==> config.mk <==
export PLATFORM = sky130hd
export DESIGN_NAME = cmos_power_seq
export DESIGN_NICKNAME = d
export VERILOG_FILES = /design/src/rtl/cmos_power_seq.sv
export SDC_FILE = /design/constraint.sdc
export NUM_CORES = 1
export LEC_CHECK = 0
export ABC_AREA = 1
export CORE_MARGIN = 5
export CORE_UTILIZATION = 35
export CTS_CLUSTER_DIAMETER = 50
export CTS_CLUSTER_SIZE = 10
export DETAILED_ROUTE_END_ITERATION = 7
export SETUP_SLACK_MARGIN = 0.3
export SKIP_CTS_REPAIR_TIMING = 1
export SYNTH_ARGS = -nofsm -noshare
export SYNTH_HDL_FRONTEND = slang
export SYNTH_SLANG_ARGS = --single-unit
==> constraint.sdc <==
create_clock -name clk -period 1.8 [get_ports clk]
set_input_delay 0.36 -clock clk [delete_from_list [all_inputs] [get_ports clk]]
set_output_delay 0.36 -clock clk [all_outputs]
set_load 0.01 [all_outputs]
==> src/rtl/cmos_power_seq.sv <==
// Camera power-rail and reset sequencer for the CMOS sensor front end.
// Runs a timed PWDN/RESET power-up after system supplies are stable and a
// mirrored timed power-down when power is withdrawn or aborted.
`timescale 1ns/1ps
module cmos_power_seq #(
  parameter logic [23:0] T_PWUP   = 24'd250000,
  parameter logic [23:0] T_SETTLE = 24'd1000000,
  parameter logic [23:0] T_RST    = 24'd50000,
  parameter logic [23:0] T_OFF    = 24'd500000
) (
  input  logic clk,
  input  logic rst,
  input  logic sys_ready,
  input  logic pwr_req,
  output logic cmos_pwdn,
  output logic cmos_rst_n,
  output logic cam_ready,
  output logic busy
);

  typedef enum logic [2:0] {
    S_OFF    = 3'd0,
    S_PWUP   = 3'd1,
    S_SETTLE = 3'd2,
    S_ON     = 3'd3,
    S_DN_RST = 3'd4,
    S_DN_OFF = 3'd5
  } state_t;

  state_t      state_q, state_d;
  logic [23:0] cnt_q, cnt_d;
  logic        pwdn_q, pwdn_d;
  logic        rst_n_q, rst_n_d;
  logic        ready_q, ready_d;
  logic        busy_q, busy_d;
  logic        want_on;
  logic        timed;

  assign want_on = sys_ready && pwr_req;
  assign timed   = (state_q == S_PWUP) || (state_q == S_SETTLE) ||
                   (state_q == S_DN_RST) || (state_q == S_DN_OFF);

  // Next-state selection; an abort during power-up takes priority over dwell expiry.
  always_comb begin
    state_d = state_q;
    case (state_q)
      S_OFF:    if (want_on) state_d = S_PWUP;
      S_PWUP: begin
        if (!want_on)                   state_d = S_DN_RST;
        else if (cnt_q == T_PWUP - 24'd1) state_d = S_SETTLE;
      end
      S_SETTLE: begin
        if (!want_on)                     state_d = S_DN_RST;
        else if (cnt_q == T_SETTLE - 24'd1) state_d = S_ON;
      end
      S_ON:     if (!want_on) state_d = S_DN_RST;
      S_DN_RST: if (cnt_q == T_RST - 24'd1) state_d = S_DN_OFF;
      S_DN_OFF: if (cnt_q == T_OFF - 24'd1) state_d = S_OFF;
      default:  state_d = S_OFF;
    endcase
  end

  // Dwell counter: cleared on any state change, counts only in timed states.
  always_comb begin
    cnt_d = cnt_q;
    if (state_d != state_q) cnt_d = '0;
    else if (timed)         cnt_d = cnt_q + 24'd1;
  end

  // Output decode from the next state so pins register on the same edge as the state.
  always_comb begin
    pwdn_d  = 1'b1;
    rst_n_d = 1'b0;
    ready_d = 1'b0;
    busy_d  = 1'b0;
    case (state_d)
      S_OFF:    begin pwdn_d = 1'b1; rst_n_d = 1'b0; ready_d = 1'b0; busy_d = 1'b0; end
      S_PWUP:   begin pwdn_d = 1'b0; rst_n_d = 1'b0; ready_d = 1'b0; busy_d = 1'b1; end
      S_SETTLE: begin pwdn_d = 1'b0; rst_n_d = 1'b1; ready_d = 1'b0; busy_d = 1'b1; end
      S_ON:     begin pwdn_d = 1'b0; rst_n_d = 1'b1; ready_d = 1'b1; busy_d = 1'b0; end
      S_DN_RST: begin pwdn_d = 1'b0; rst_n_d = 1'b0; ready_d = 1'b0; busy_d = 1'b1; end
      S_DN_OFF: begin pwdn_d = 1'b1; rst_n_d = 1'b0; ready_d = 1'b0; busy_d = 1'b1; end
      default:  begin pwdn_d = 1'b1; rst_n_d = 1'b0; ready_d = 1'b0; busy_d = 1'b0; end
    endcase
  end

  // State, dwell counter and registered pins; hard reset forces OFF immediately.
  always_ff @(posedge clk or posedge rst) begin
    if (rst) begin
      state_q <= S_OFF;
      cnt_q   <= '0;
      pwdn_q  <= 1'b1;
      rst_n_q <= 1'b0;
      ready_q <= 1'b0;
      busy_q  <= 1'b0;
    end else begin
      state_q <= state_d;
      cnt_q   <= cnt_d;
      pwdn_q  <= pwdn_d;
      rst_n_q <= rst_n_d;
      ready_q <= ready_d;
      busy_q  <= busy_d;
    end
  end

  assign cmos_pwdn  = pwdn_q;
  assign cmos_rst_n = rst_n_q;
  assign cam_ready  = ready_q;
  assign busy       = busy_q;

endmodule

==> flow_metrics.tcl <==
set metrics [dict create \
    synthFlopType "dfrtp_1" \
    grt_pass1_wl_mm 8.71 \
    initial_utilization 0.357 \
    design_area_mm2 0.00269 \
    hold_class "in -> async" \
    drive_above_1_share 0.312 \
    grtUsageTotal 0.144 \
    core_mm2 0.00589 \
    slew_viol_final 0 \
    die_h_um 87.5 \
    synth_edf_count 0 \
    cap_violations 0 \
    rows 28 \
    n_antenna_cell 0 \
    startpoint "cnt_q[1]" \
    syn_area_per_cell_um2 7.24 \
    final_cell_mix "55 x nand2_1, 43 x nor2_1, 37 x inv_1" \
    final_common_cell "nand2_1" \
    leakagePower_nw 1.17 \
    post_drt_wl_per_cell_um 12.8 \
    cp.arrival_ns 1.93 \
    r2r_start "cnt_q[1]" \
    dr.pass1.iters 4 \
    wirelength_mm 5.16 \
    syn_nets 295 \
    path_max_fanout 14 \
    ant_nets 0 \
    crit_chain "ha_4 > nand3_4 > nor2_4 > nand4_1 > nor2_2 > a21oi_4 > nand2_2 > nand2_2 > nand2_4 > buf_12 > nor2_1" \
    clk_pin_slew_worst_paths_ns 0.07 \
    powerDensity_mw_per_mm2 465 \
    peakVddDrop_mv 0.230 \
    antenna_found_initial 0 \
    synth.yosys.warnings 0 \
    r2r_cells 11 \
    die_w_um 87.5 \
    cp-end-kind "flip-flop" \
    period_share 0.971 \
    fin_util 0.457 \
    synth.distinct_cells 28 \
    startpoint_type "flip-flop" \
    grt_pass1_vias 1972 \
    crit_required_ns 1.98 \
    area_delta_synth_final_pct 28.1 \
    cp_num_buf_inv 1 \
    grt_overflow 0 \
    io_buffers 7 \
    dpl.hpwl_mm 3.71 \
    grt_max_degree 32 \
    cts_sinks 31 \
    cts_root_buf "clkbuf_8" \
    status "finished clean" \
    rrSetupSlack_ns 0.05 \
    first_iter_violations 78 \
    netlist_area_mm2 0.00210 \
    r2r-end "cnt_q[21]" \
    grt_setup_unrepaired "true" \
    vias_per_cell 4.73 \
    path_common_cell "nand2_2" \
    max_freq_mhz 572 \
    ys_ff_latch 31 \
    drc 0 \
    setup_ws_ns 0.0530 \
    holdWs_ns 0.458 \
    clock_path_buffers 2 \
    vias 1917 \
    clk_latency_ns 0.28 \
    synth-async-reset-ratio 1.00 \
    critPathSlowestCell "dfrtp_1" \
    tightest_slew_ns 0.407 \
    final.setup_skew_ns 0.00611 \
    numCtsBuffers 5 \
    slowest_delay_ns 0.40 \
    syn-instance-count 290 \
    setup_viol 0 \
    gp_congestion 0.842 \
    nets 334 \
    design.die.area_mm2 0.00765 \
    hold_viol_final 0 \
    pre_cts_ws_ns 0.0293 \
    seq_area_frac_synth 0.370 \
    placed_cell_area_mm2 0.00241 \
    maxSlewHeadroom 0.729 \
    cts_max_level 2 \
    path_delay_family "simple AND/OR/NAND/NOR gates" \
    cts_tree "built" \
    worstSetupPathType "reg -> reg" \
    fin_crit_ns 1.75 \
    io_pins 8 \
]
==> cells in the mapped netlist, types with 3 or more instances <==
cell,instances,area [um^2]
nand2_1,57,214
nor2_1,49,184
nand4_1,18,113
nor2_2,16,100
nor3_1,8,40.0
xnor2_1,3,26.3
buf_2,4,20.0
inv_1,40,150
nand2_2,4,25.0
nor2_4,3,33.8
xor2_1,13,114
dfrtp_1,30,751
inv_2,3,11.3
buf_6,3,33.8
o21ai_0,6,30.0
nand3_1,18,90.1
==> where the power goes <==
| part | total, mW | switching (mW) | leakage, nW | internal [mW] |
|---|---|---|---|---|
| registers | 0.697 | 0 | 0.390 | 0.697 |
| clock network | 0.531 | 0.260 | 0.0422 | 0.271 |
| logic | 0.0246 | 0.0170 | 0.733 | 0.00766 |
==> layout make-up <==
cell class	count	area (um^2)
inverters	43	161
clock buffers	7	76.3
repair buffers	39	345
well taps	75	93.8
multi-input cells	209	1220
clock inverters	1	5.00
flip-flops and latches	31	790
fillers	622	3190
==> through the flow <==
step	cells	TNS [ns]	power, mW
after floorplan	290	0	0.722
after global placement	387	0	0.736
after detailed placement	387	0	0.736
after CTS	395	0	1.28
after global routing	405	-1.58	1.31
final	405	0	1.25
==> registers in the layout (all words and copies together), names as in the netlist <==
register	count
cnt_q	24
state_q	3
busy	1
cam_ready	1
cmos_pwdn	1
cmos_rst_n	1
==> cells by family after synthesis <==
group,share of synthesized area
and+or+nand+nor,0.419
muxes,0.00476
buffers and inverters,0.102
AOI/OAI and AO/OA,0.0310
DFF,0.370
adders and majority gates,0.00595
xor gates and xnor gates,0.0667
==> worst max-delay path by stage <==
stage	endpoint	slack (ns)	cells past startpoint
2_1_floorplan	cnt_q[12]	0.23	11
3_3_place_gp	cmos_pwdn	0.01	8
3_5_place_dp	cnt_q[21]	0.03	9
4_1_cts	cnt_q[21]	0.02	10
5_1_grt	cnt_q[22]	-0.09	11
6_report	cnt_q[21]	0.05	11
==> tightest hold or removal path, cell delays in order <==
cell	delay (ns)
clkdlybuf4s50_1	0.40
inv_1	0.05
buf_4	0.35
==> metal layers <==
layer | track usage | vias to the layer above | routed length (um)
li1 | - | 990 | -
met1 | 0.186 | 893 | 2410
met2 | 0.242 | 28 | 2540
met3 | 0.0360 | 6 | 169
met4 | 0.0363 | 0 | 42
met5 | 0 | - | 0
No activity file was read; power rests on OpenSTA's default activity.
